[src/rtl/muldiv_seq_pkg.sv]
// Shared types and constants for the execute-stage ALU and the multi-cycle
// multiply/divide sequencer.
//   alu_op_e        : opcode set of the single-cycle ALU
//   muldiv_op_e     : RV32M operation select (funct3 order)
//   muldiv_state_e  : sequencer state encoding
package muldiv_seq_pkg;

  localparam int unsigned XLEN_DEFAULT = 32;
  localparam int unsigned MULDIV_ITERS = 32;
  localparam int unsigned CNT_W        = $clog2(MULDIV_ITERS);
  localparam logic [31:0] DIV_OVF_A    = 32'h8000_0000;

  typedef enum logic [3:0] {
    ALU_ADD  = 4'd0,
    ALU_SUB  = 4'd1,
    ALU_AND  = 4'd2,
    ALU_OR   = 4'd3,
    ALU_XOR  = 4'd4,
    ALU_SLT  = 4'd5,
    ALU_SLTU = 4'd6,
    ALU_SLL  = 4'd7,
    ALU_SRL  = 4'd8,
    ALU_SRA  = 4'd9
  } alu_op_e;

  typedef enum logic [2:0] {
    MUL    = 3'd0,
    MULH   = 3'd1,
    MULHSU = 3'd2,
    MULHU  = 3'd3,
    DIV    = 3'd4,
    DIVU   = 3'd5,
    REM    = 3'd6,
    REMU   = 3'd7
  } muldiv_op_e;

  typedef enum logic [1:0] {
    IDLE  = 2'd0,
    CALC  = 2'd1,
    FIXUP = 2'd2,
    DONE  = 2'd3
  } muldiv_state_e;

endpackage

[src/rtl/muldiv_seq_if.sv]
// Request/response handshake bundle between the execute stage and the
// multiply/divide sequencer.
//   master : issues req_*, accepts rsp_* (execute stage)
//   slave  : the sequencer
interface muldiv_seq_if
  import muldiv_seq_pkg::*;
#(
  parameter int unsigned XLEN = XLEN_DEFAULT
);

  logic            req_valid;
  logic            req_ready;
  muldiv_op_e      req_op;
  logic [XLEN-1:0] req_a;
  logic [XLEN-1:0] req_b;
  logic            rsp_valid;
  logic            rsp_ready;
  logic [XLEN-1:0] rsp_result;
  logic            busy;

  modport master (
    output req_valid, req_op, req_a, req_b, rsp_ready,
    input  req_ready, rsp_valid, rsp_result, busy
  );

  modport slave (
    input  req_valid, req_op, req_a, req_b, rsp_ready,
    output req_ready, rsp_valid, rsp_result, busy
  );

endinterface

[src/rtl/alu.sv]
// Single-cycle execute-stage ALU (combinational).
//   op        : alu_op_e operation select
//   operand_a : first operand
//   operand_b : second operand (shift amount in [4:0] for shifts)
//   result_c  : combinational result
module alu
  import muldiv_seq_pkg::*;
(
  input  alu_op_e     op,
  input  logic [31:0] operand_a,
  input  logic [31:0] operand_b,
  output logic [31:0] result_c
);

  always_comb begin
    result_c = '0;
    case (op)
      ALU_ADD:  result_c = operand_a + operand_b;
      ALU_SUB:  result_c = operand_a - operand_b;
      ALU_AND:  result_c = operand_a & operand_b;
      ALU_OR:   result_c = operand_a | operand_b;
      ALU_XOR:  result_c = operand_a ^ operand_b;
      ALU_SLT:  result_c = 32'($signed(operand_a) < $signed(operand_b));
      ALU_SLTU: result_c = 32'(operand_a < operand_b);
      ALU_SLL:  result_c = operand_a << operand_b[4:0];
      ALU_SRL:  result_c = operand_a >> operand_b[4:0];
      ALU_SRA:  result_c = 32'($signed(operand_a) >>> operand_b[4:0]);
      default:  result_c = '0;
    endcase
  end

endmodule

[src/rtl/muldiv_seq.sv]
// Multi-cycle RV32M multiply/divide sequencer. Runs a 32-step shift-add
// multiply or restoring divide on operand magnitudes, then restores the sign
// in one FIXUP cycle through the shared ALU.
//   clk, rst_n : clock, synchronous active-low reset
//   bus        : muldiv_seq_if slave (req_* in, req_ready/rsp_*/busy out)
module muldiv_seq
  import muldiv_seq_pkg::*;
#(
  parameter int unsigned XLEN           = 32,
  parameter bit          SPECIAL_BYPASS = 1'b1
) (
  input logic         clk,
  input logic         rst_n,
  muldiv_seq_if.slave bus
);

  if (XLEN != 32) begin : g_xlen_check
    $error("muldiv_seq: only XLEN=32 is supported");
  end

  muldiv_state_e   state;
  muldiv_op_e      op_q;
  logic            sa;
  logic            sb;
  logic            b_zero;
  logic [XLEN-1:0] mb;
  logic [XLEN-1:0] hi;     // multiply high word / divide partial remainder
  logic [XLEN-1:0] lo;     // multiply low word / divide quotient
  logic [CNT_W-1:0] cnt;
  logic            req_ready_q;
  logic            rsp_valid_q;
  logic [XLEN-1:0] rsp_result_q;
  logic            busy_q;

  assign bus.req_ready  = req_ready_q;
  assign bus.rsp_valid  = rsp_valid_q;
  assign bus.rsp_result = rsp_result_q;
  assign bus.busy       = busy_q;

  // Request decode: operand signs, magnitudes and special divide cases.
  logic            sa_c;
  logic            sb_c;
  logic [XLEN-1:0] abs_a_c;
  logic [XLEN-1:0] abs_b_c;
  logic            is_div_c;
  logic            ovf_c;
  logic            special_c;
  logic [XLEN-1:0] special_res_c;

  always_comb begin
    sa_c          = (bus.req_op inside {MULH, MULHSU, DIV, REM}) && bus.req_a[XLEN-1];
    sb_c          = (bus.req_op inside {MULH, DIV, REM}) && bus.req_b[XLEN-1];
    abs_a_c       = sa_c ? -bus.req_a : bus.req_a;
    abs_b_c       = sb_c ? -bus.req_b : bus.req_b;
    is_div_c      = bus.req_op inside {DIV, DIVU, REM, REMU};
    ovf_c         = (bus.req_op inside {DIV, REM}) && (bus.req_a == DIV_OVF_A) && (bus.req_b == '1);
    special_c     = is_div_c && ((bus.req_b == '0) || ovf_c);
    special_res_c = '0;
    if (bus.req_b == '0) begin
      special_res_c = (bus.req_op inside {DIV, DIVU}) ? '1 : bus.req_a;
    end else if (ovf_c) begin
      special_res_c = (bus.req_op == DIV) ? DIV_OVF_A : '0;
    end
  end

  // 33-bit iteration datapath: multiply add-with-carry, divide trial subtract.
  logic [XLEN:0]   add_c;
  logic [XLEN:0]   rs_c;
  logic [XLEN-1:0] sub_c;
  logic            ge_c;

  always_comb begin
    add_c = {1'b0, hi} + {1'b0, (lo[0] ? mb : '0)};
    rs_c  = {hi, lo[XLEN-1]};
    ge_c  = rs_c >= {1'b0, mb};
    sub_c = XLEN'(rs_c - {1'b0, mb});
  end

  // Sign fix-up: pick the result word and whether it needs negating.
  // For MULH* the 64-bit negation's high word is ~hi + (lo==0), which equals
  // 0 - (hi + (lo!=0)); that lets one 32-bit ALU subtract do the job.
  logic [XLEN-1:0] fix_word_c;
  logic [XLEN-1:0] alu_b_c;
  logic            fix_neg_c;
  logic [XLEN-1:0] alu_res_c;
  logic [XLEN-1:0] fix_res_c;

  always_comb begin
    fix_word_c = lo;
    alu_b_c    = lo;
    fix_neg_c  = 1'b0;
    case (op_q)
      MULH, MULHSU, MULHU: begin
        fix_word_c = hi;
        alu_b_c    = hi + XLEN'(lo != '0);
        fix_neg_c  = sa ^ sb;
      end
      DIV, DIVU: begin
        fix_neg_c  = (sa ^ sb) && !b_zero;
      end
      REM, REMU: begin
        fix_word_c = hi;
        alu_b_c    = hi;
        fix_neg_c  = sa;
      end
      default: ;
    endcase
    fix_res_c = fix_neg_c ? alu_res_c : fix_word_c;
  end

  alu u_alu (
    .op        (ALU_SUB),
    .operand_a (32'h0),
    .operand_b (alu_b_c),
    .result_c  (alu_res_c)
  );

  // Sequencer FSM with registered handshake outputs.
  always_ff @(posedge clk) begin
    if (!rst_n) begin
      state        <= IDLE;
      op_q         <= MUL;
      sa           <= 1'b0;
      sb           <= 1'b0;
      b_zero       <= 1'b0;
      mb           <= '0;
      hi           <= '0;
      lo           <= '0;
      cnt          <= '0;
      req_ready_q  <= 1'b1;
      rsp_valid_q  <= 1'b0;
      rsp_result_q <= '0;
      busy_q       <= 1'b0;
    end else begin
      case (state)
        IDLE: begin
          if (bus.req_valid && req_ready_q) begin
            op_q        <= bus.req_op;
            sa          <= sa_c;
            sb          <= sb_c;
            b_zero      <= (bus.req_b == '0);
            mb          <= abs_b_c;
            lo          <= abs_a_c;
            hi          <= '0;
            cnt         <= '0;
            req_ready_q <= 1'b0;
            busy_q      <= 1'b1;
            if (SPECIAL_BYPASS && special_c) begin
              rsp_result_q <= special_res_c;
              rsp_valid_q  <= 1'b1;
              state        <= DONE;
            end else begin
              state <= CALC;
            end
          end
        end
        CALC: begin
          if (op_q inside {DIV, DIVU, REM, REMU}) begin
            hi <= ge_c ? sub_c : rs_c[XLEN-1:0];
            lo <= {lo[XLEN-2:0], ge_c};
          end else begin
            hi <= add_c[XLEN:1];
            lo <= {add_c[0], lo[XLEN-1:1]};
          end
          cnt <= cnt + 1'b1;
          if (cnt == CNT_W'(MULDIV_ITERS - 1)) begin
            state <= FIXUP;
          end
        end
        FIXUP: begin
          rsp_result_q <= fix_res_c;
          rsp_valid_q  <= 1'b1;
          state        <= DONE;
        end
        DONE: begin
          if (bus.rsp_ready) begin
            rsp_valid_q <= 1'b0;
            req_ready_q <= 1'b1;
            busy_q      <= 1'b0;
            state       <= IDLE;
          end
        end
        default: state <= IDLE;
      endcase
    end
  end

endmodule

[src/flat_wrapper.sv]
// flat-port wrapper written by rule: the top's interface ports become plain ports
module muldiv_seq_flat import muldiv_seq_pkg::*;
#(
  parameter int unsigned XLEN           = 32,
  parameter bit          SPECIAL_BYPASS = 1'b1
)
  (clk, rst_n, bus_req_valid, bus_req_op, bus_req_a, bus_req_b, bus_rsp_ready, bus_req_ready, bus_rsp_valid, bus_rsp_result, bus_busy);
  muldiv_seq_if #(.XLEN(XLEN)) bus_i ();
  input logic clk;
  input logic rst_n;
  input wire logic [$bits(bus_i.req_valid)-1:0] bus_req_valid;
  input wire logic [$bits(bus_i.req_op)-1:0] bus_req_op;
  input wire logic [$bits(bus_i.req_a)-1:0] bus_req_a;
  input wire logic [$bits(bus_i.req_b)-1:0] bus_req_b;
  input wire logic [$bits(bus_i.rsp_ready)-1:0] bus_rsp_ready;
  output wire logic [$bits(bus_i.req_ready)-1:0] bus_req_ready;
  output wire logic [$bits(bus_i.rsp_valid)-1:0] bus_rsp_valid;
  output wire logic [$bits(bus_i.rsp_result)-1:0] bus_rsp_result;
  output wire logic [$bits(bus_i.busy)-1:0] bus_busy;
  assign bus_i.req_valid = bus_req_valid;
  assign bus_i.req_op = bus_req_op;
  assign bus_i.req_a = bus_req_a;
  assign bus_i.req_b = bus_req_b;
  assign bus_i.rsp_ready = bus_rsp_ready;
  assign bus_req_ready = bus_i.req_ready;
  assign bus_rsp_valid = bus_i.rsp_valid;
  assign bus_rsp_result = bus_i.rsp_result;
  assign bus_busy = bus_i.busy;
  muldiv_seq #(.XLEN(XLEN), .SPECIAL_BYPASS(SPECIAL_BYPASS)) u_core (.clk(clk), .rst_n(rst_n), .bus(bus_i));
endmodule
[config.mk]
export PLATFORM = sky130hd
export DESIGN_NAME = muldiv_seq_flat
export DESIGN_NICKNAME = d
export VERILOG_FILES = /design/src/rtl/muldiv_seq_pkg.sv /design/src/rtl/muldiv_seq_if.sv /design/src/rtl/alu.sv /design/src/rtl/muldiv_seq.sv /design/src/flat_wrapper.sv
export SDC_FILE = /design/constraint.sdc
export NUM_CORES = 1
export LEC_CHECK = 0
export BUFFER_PORTS_ARGS = -buffer_cell sky130_fd_sc_hd__buf_2
export CAP_MARGIN = 20
export CORE_ASPECT_RATIO = 1.25
export CORE_MARGIN = 5
export CORE_UTILIZATION = 51
export DETAILED_ROUTE_END_ITERATION = 10
export PLACE_DENSITY_LB_ADDON = 0.05
export REMOVE_ABC_BUFFERS = 1
export SLEW_MARGIN = 20
export SYNTH_ARGS = -nofsm -noshare
export SYNTH_HDL_FRONTEND = slang
export SYNTH_HIERARCHICAL = 1
export SYNTH_SLANG_ARGS = --single-unit
[constraint.sdc]
create_clock -name clk -period 16.2 [get_ports clk]
set_input_delay 1.62 -clock clk [delete_from_list [all_inputs] [get_ports clk]]
set_output_delay 1.62 -clock clk [all_outputs]
set_load 0.05 [all_outputs]
-- Word-level counts from Yosys, hierarchy flattened
Index checks and enable logic that the tools add are counted.
- bits in registers: 144
- input port bits: 71
- add/subtract/negate cells: 7
- magnitude comparators: 1
- equality and inequality tests: 23
- mux-type cells: 37
- bitwise operators: 1
- reductions and logical operators: 32
- operator list (kind ; number):
    $mux W32 ; 16
    $pmux W32 S2 ; 4
    $eq A32 B32 Y1 const B ; 2
    $neg A32 Y32 ; 2
    $add A32 B32 Y33 ; 1
    $ge A33 B32 Y1 ; 1
    $add A32 B1 Y32 ; 1
    $logic_not A32 Y1 ; 1
    $reduce_bool A32 Y1 ; 1
    $sub A1 B32 Y32 const A ; 1
    $sub A32 B32 Y32 ; 1
    $eq A3 B3 Y1 const B ; 8
    $reduce_bool A4 Y1 ; 3
    $pmux W5 S2 ; 1
    $reduce_bool A2 Y1 ; 5
    $eq A3 B2 Y1 const B ; 3
    $reduce_and A3 Y1 ; 3
    $mux W2 ; 4
    $pmux W2 S4 ; 1
    $logic_and A1 B1 Y1 ; 7
    $eq A3 B1 Y1 const B ; 2
    $mux W1 ; 6
    $ne A2 B1 Y1 const B ; 3
    $pmux W1 S3 ; 2
    other kinds (17) ; 22

-- Logic depth before layout (Yosys ltp)
- word-level depth: 9
- depth in mapped cells: 32
- gate-level depth less buffers: 30

-- By module
Netlist, hierarchy kept.
- modules (own cells, without submodules) (module ; instances ; cells an instance ; area an instance (sq um) ; sequential area each (sq um)):
    muldiv_seq ; 1 ; 2007 ; 14243.7 ; 2882.8
    alu ; 1 ; 1236 ; 8141.6 ; 0.0

-- Least setup slack after synthesis
OpenSTA, ideal clock, no wires.
- path kind: flip-flop to flip-flop
- start point: register u_core.lo[0]
- end point: register u_core.rsp_result_q[24], in the netlist u_core/bus.rsp_result[24]
- setup time: 0.065 ns
- data arrival time: 5.485 ns
- path slack: 10.650 ns
- cell stages (with the launch flop): 30
- clock period less this slack: 5.550 ns
- cells stage by stage: dfxtp_1 > clkbuf_1 > nor4_1 > nand4_1 > or2_2 > ha_1 > ha_1 > and3_1 > and2_1 > o21ai_0 > a21oi_1 > a211oi_1 > inv_1 > clkbuf_1 > clkbuf_1 > ha_1 > nor3b_1 > o211ai_1 > o31ai_1 > or3_1 > nand4_1 > a31o_2 > a22oi_2 > xnor2_1 > o211ai_2 > nor2_1 > a311o_1 > o311ai_1 > o21ai_1 > nor2_1
- word-level cells in the longest chain between the ends: 6
- RTL lines (what ; line ; text):
    start: declaration ; muldiv_seq.sv:28 ; logic [XLEN-1:0] lo;
    start signal: assignment ; muldiv_seq.sv:143 ; lo <= abs_a_c;
    start signal: assignment ; muldiv_seq.sv:160 ; lo <= {lo[XLEN-2:0], ge_c};
    start signal: assignment ; muldiv_seq.sv:163 ; lo <= {add_c[0], lo[XLEN-1:1]};
    $reduce_bool A32 Y1 ; muldiv_seq.sv:95 ; alu_b_c = hi + XLEN'(lo != '0);
    $add A32 B1 Y32 ; muldiv_seq.sv:95 ;
    $pmux W32 S2 ; muldiv_seq.sv:92 ; case (op_q)
    named net u_core.alu_b_c[4] ; muldiv_seq.sv:83 ; logic [XLEN-1:0] alu_b_c;
    $sub A1 B32 Y32 ; alu.sv:19 ; ALU_SUB: result_c = operand_a - operand_b;
    named net u_core.alu_res_c[24] ; muldiv_seq.sv:85 ; logic [XLEN-1:0] alu_res_c;
    $mux W32 ; muldiv_seq.sv:108 ; fix_res_c = fix_neg_c ? alu_res_c : fix_word_c;
    $pmux W32 S2 ; muldiv_seq.sv:135 ; case (state)
    end signal: assignment ; muldiv_seq.sv:149 ; rsp_result_q <= special_res_c;
    end signal: assignment ; muldiv_seq.sv:171 ; rsp_result_q <= fix_res_c;
    end: declaration ; muldiv_seq.sv:32 ; logic [XLEN-1:0] rsp_result_q;
The timed path passes the listed nets, and every way through them passes these cells.
A chain may end at the register's enable or synchronous reset.

-- Worst setup path in the final report
- start point: register u_core.lo[23]
- end point: register u_core.rsp_result_q[30], in the netlist u_core/bus.rsp_result[30]
Same word-level chain as after synthesis.

==> impl_metrics.yaml <==
cts:
  cts_hold_buffers: 0
  clock_sink_count: 144
  post_cts_setup_repair_buffer_count: 0
  clk_pin_slew_worst_paths_ps: 70
  clk_root_buffer_cell: "clkbuf_16"
  htree_num_levels: 4
  cts_max_path_buffers: 2
  tritoncts: "done"
  ctsResizeCount: 0
  clock_insertion_delay_worst_skew_ps: 450
  cts-buffers-inserted: 17
logic_synthesis:
  dominant_combinational_cell_family_by_area_after_synthesis: "compound AO/OA/AOI/OAI gates"
  netlist_top_cells_area: "dfxtp_1 (13%), ha_1 (9.6%), nor2_1 (6.1%)"
  asyncSetResetFlopFracSynth: 0
  synth_top_area_frac: 0.1288
  post-synth-top-count-cell: "nor2_1"
  synth_ff_type: "dfxtp_1"
  postSynthAreaPerCell_sq_um: 6.903
  syn-cell-area_sq_um: 22390
  post_synth_edffs: 0
  synth_cell_types: 92
  ys_seq_elements: 144
  fraction_of_synthesized_area_in_multiplexers: 0.08423
  synth-xor-area-share: 0.06338
  synth-simple-area-share: 0.2229
  synth_fa_ha_area_frac: 0.09971
  synthesis.yosys.warnings: 6
  synthTopCellsByCount: "nor2_1 (361), nand2_1 (331), a21oi_1 (263)"
  synth-compound-area-share: 0.3242
  postSynthCellCount: 3243
  yosysSeqAreaShare: 0.1288
  yosysTopAreaCell: "dfxtp_1"
job:
  cap_viol_max_count: 0
pwr:
  power-per-cell-area_nw_per_um2: 145.6
  seq_power_share: 0.150
  comb_power_share: 0.731
  power.switching_w: 0.001986
  power_report.internal_total_w: 0.001572
  leakagePower_nw: 9.885
  power.share.switching: 0.5582
  ir_drop_worst_case_vdd_uv: 98.36
  power.clock.fraction: 0.118
detailed_routing:
  drt.antenna.violating_nets: 0
  first_pass_iteration_count_of_the_detailed_router: 6
  vias: 25177
  dr_vias_cell: 6.326
  detail_route.iter0.violations: 2637
  total_wire_length_mm: 86.85
  routedWlPerCell_microns: 21.82
  remaining_drc_errors: 0
critical_path:
  cp-end-kind: "flop"
  cpMostUsedCell: "and3_1"
  path_class: "reg -> reg"
  worst_r2r_path_depth: 29
  critPathTopFamily: "simple AND/OR/NAND/NOR gates"
  cpMaxStageDelayCell: "nor3_1"
  critical_path_depth_in_cells: 29
  crit_path_arrival_time_ps: 7450
  worst_setup_path_start_kind: "flop"
  crit_path_max_incr_delay_ps: 770
  worstPathBufferInverterCount: 2
  required_time_of_the_critical_path_ps: 16500
  critical_path.max_fanout: 10
die:
  die_footprint_sq_um: 48210
  row_count: 85
  start_util: 0.5172
  dieWidth_microns: 197.4
  die_span_y_microns: 244.2
  core_area_sq_um: 43290
  floorplan.io_pins: 106
cells_and_area:
  syn2layout_area_growth_pct: 9.150
  layout.area.seq_sq_um: 2888
  final.fill_count: 4240
  final_layout_size_suffix_gt1_frac: 0.07731
  finalNetCount: 3649
  multi_input_comb_area_sq_um: 18850
  antenna_cell_count: 0
placement:
  pre_cts_ws_ps: 9244
  routability_congestion: 1.033
  port_buffers: 105
  post-dp-hpwl_mm: 66.55
sta:
  min_period_over_period: 0.4412
  fin_ws_ps: 9052
  finalClockSkew_ps: 12.73
  timing.slew.headroom: 0.2269
  rsz0062_at_grt: "no"
  period_minus_slack_ps: 7148
  max_freq_mhz: 139.9
  setup-violations-final: 0
  worst-slew-pin-transition_ps: 1148
  tns_ps: 0
  final-max-slew-violation-count: 0
  finalHoldViolCount: 0
global_routing:
  grtUsageTotal: 0.3440
  grt_max_degree: 91
  overflow_left_after_global_routing: 0
  vias_in_the_first_global_route: 23762
  antenna_violations_before_repair: 0
  first_pass_grt_wire_length_mm: 133.7
outcome:
  outcome: "finished clean"
hold_path:
  worst_hold_path_type: "reg -> reg"
  number_of_cells_traversed_by_the_worst_hold_path: 2
[registers in the layout, indices dropped and copies added (netlist names)]
signal / count
u_core/b_zero: 1
u_core/hi: 32
u_core/bus.req_ready: 1
u_core/bus.busy: 1
u_core/sb: 1
u_core/state: 2
u_core/lo: 32
u_core/mb: 32
u_core/bus.rsp_result: 32
u_core/bus.rsp_valid: 1
u_core/cnt: 5
u_core/sa: 1
u_core/op_q: 3
[placed cells by master, fill, tap and decap left out, types with 18 or more instances in the layout]
cell type | netlist | routed
nor2_1 | 361 | 359
buf_4 | 4 | 29
xor2_1 | 57 | 57
o221ai_1 | 24 | 24
nand2b_1 | 53 | 53
a21oi_1 | 263 | 260
mux2i_1 | 113 | 113
a211oi_1 | 61 | 58
a21o_1 | 40 | 40
nor2b_1 | 19 | 18
a22oi_1 | 45 | 45
ha_1 | 172 | 171
or3_1 | 26 | 26
o21ai_0 | 239 | 239
o31ai_1 | 21 | 20
nor4_1 | 24 | 24
o311ai_1 | 29 | 29
and2_1 | 40 | 40
buf_2 | 29 | 105
a211o_1 | 19 | 19
xnor2_1 | 105 | 105
o22ai_1 | 20 | 20
and3_1 | 28 | 27
inv_1 | 164 | 163
o21ai_1 | 32 | 31
o211ai_1 | 85 | 85
conb_1 | 2 | 260
mux4_2 | 27 | 27
nand2_1 | 331 | 331
a311o_1 | 31 | 31
nor3_1 | 58 | 58
nand3_1 | 65 | 65
a31oi_1 | 32 | 32
dfxtp_1 | 144 | 142
o21bai_1 | 21 | 21
nand4_1 | 41 | 41
[stage by stage]
stage,power [W],instances,instance area [sq um],utilization,hold WS (ps)
after floorplan,0.002354,3249,22270,-,431.9
after global placement,0.002921,3948,23820,0.5503,452.3
after detailed placement,0.002948,3948,23820,0.5503,455.3
after CTS,0.003376,3980,24430,0.5645,467.9
after global routing,0.003799,3980,24430,0.5645,510.1
final,0.003557,3980,24430,0.5645,464.9
[worst reg2reg max path, delay by kind of cell (launching register included)]
kind,cells,cell delay (ps)
adder cells (fa/ha/maj),3,790
flip-flops,1,480
AND/OR/NAND/NOR,15,3880
XOR/XNOR,1,190
AO/OA/AOI/OAI,8,1290
buffers and inverters,2,380
[worst paths after layout]
path	startpoint	endpoint	slack, ps
setup reg to reg	u_core/lo[23]	u_core/bus.rsp_result[30]	9050
setup / recovery	u_core/lo[23]	u_core/bus.rsp_result[30]	9050
hold reg to reg	u_core/bus.rsp_valid	u_core/bus.rsp_valid	460
hold / removal	u_core/bus.rsp_valid	u_core/bus.rsp_valid	460
[final cells by class]
type / instances / share of cell area
inverter: 167 / 0.02571
clock buffer: 17 / 0.01741
multi-input combinational: 2938 / 0.7717
tap: 565 / 0.02893
timing repair buffer: 134 / 0.03042
clock inverter: 15 / 0.007681
sequential: 144 / 0.1182
[kinds of logic after synthesis]
family	after synthesis
AND/OR/NAND/NOR	1087
AO/OA/AOI/OAI	1100
other	2
buffers and inverters	419
multiplexers	153
adder cells (fa/ha/maj)	176
XOR/XNOR	162
flip-flops	144
[power groups by stage]
| stage | clock [W] | sequential [W] | combinational, W |
|---|---|---|---|
| finish | 0.000421 | 0.000534 | 0.00260 |
| global route | 0.000441 | 0.000543 | 0.00282 |
| CTS | 0.000427 | 0.000530 | 0.00242 |
| detailed placement | 0 | 0.000537 | 0.00241 |
| global placement | 0 | 0.000532 | 0.00239 |
| floorplan | 0 | 0.000555 | 0.00180 |
[per-layer routing]
layer  vias to the layer above  share of wire  track usage
met5                         -              0            0
met4                         0          0.062       0.1854
met3                       270          0.067      0.03882
met2                      1171           0.49       0.6065
met1                     11825           0.38       0.4053
li1                      11911              -            -
No activity file was read; power rests on OpenSTA's default activity.
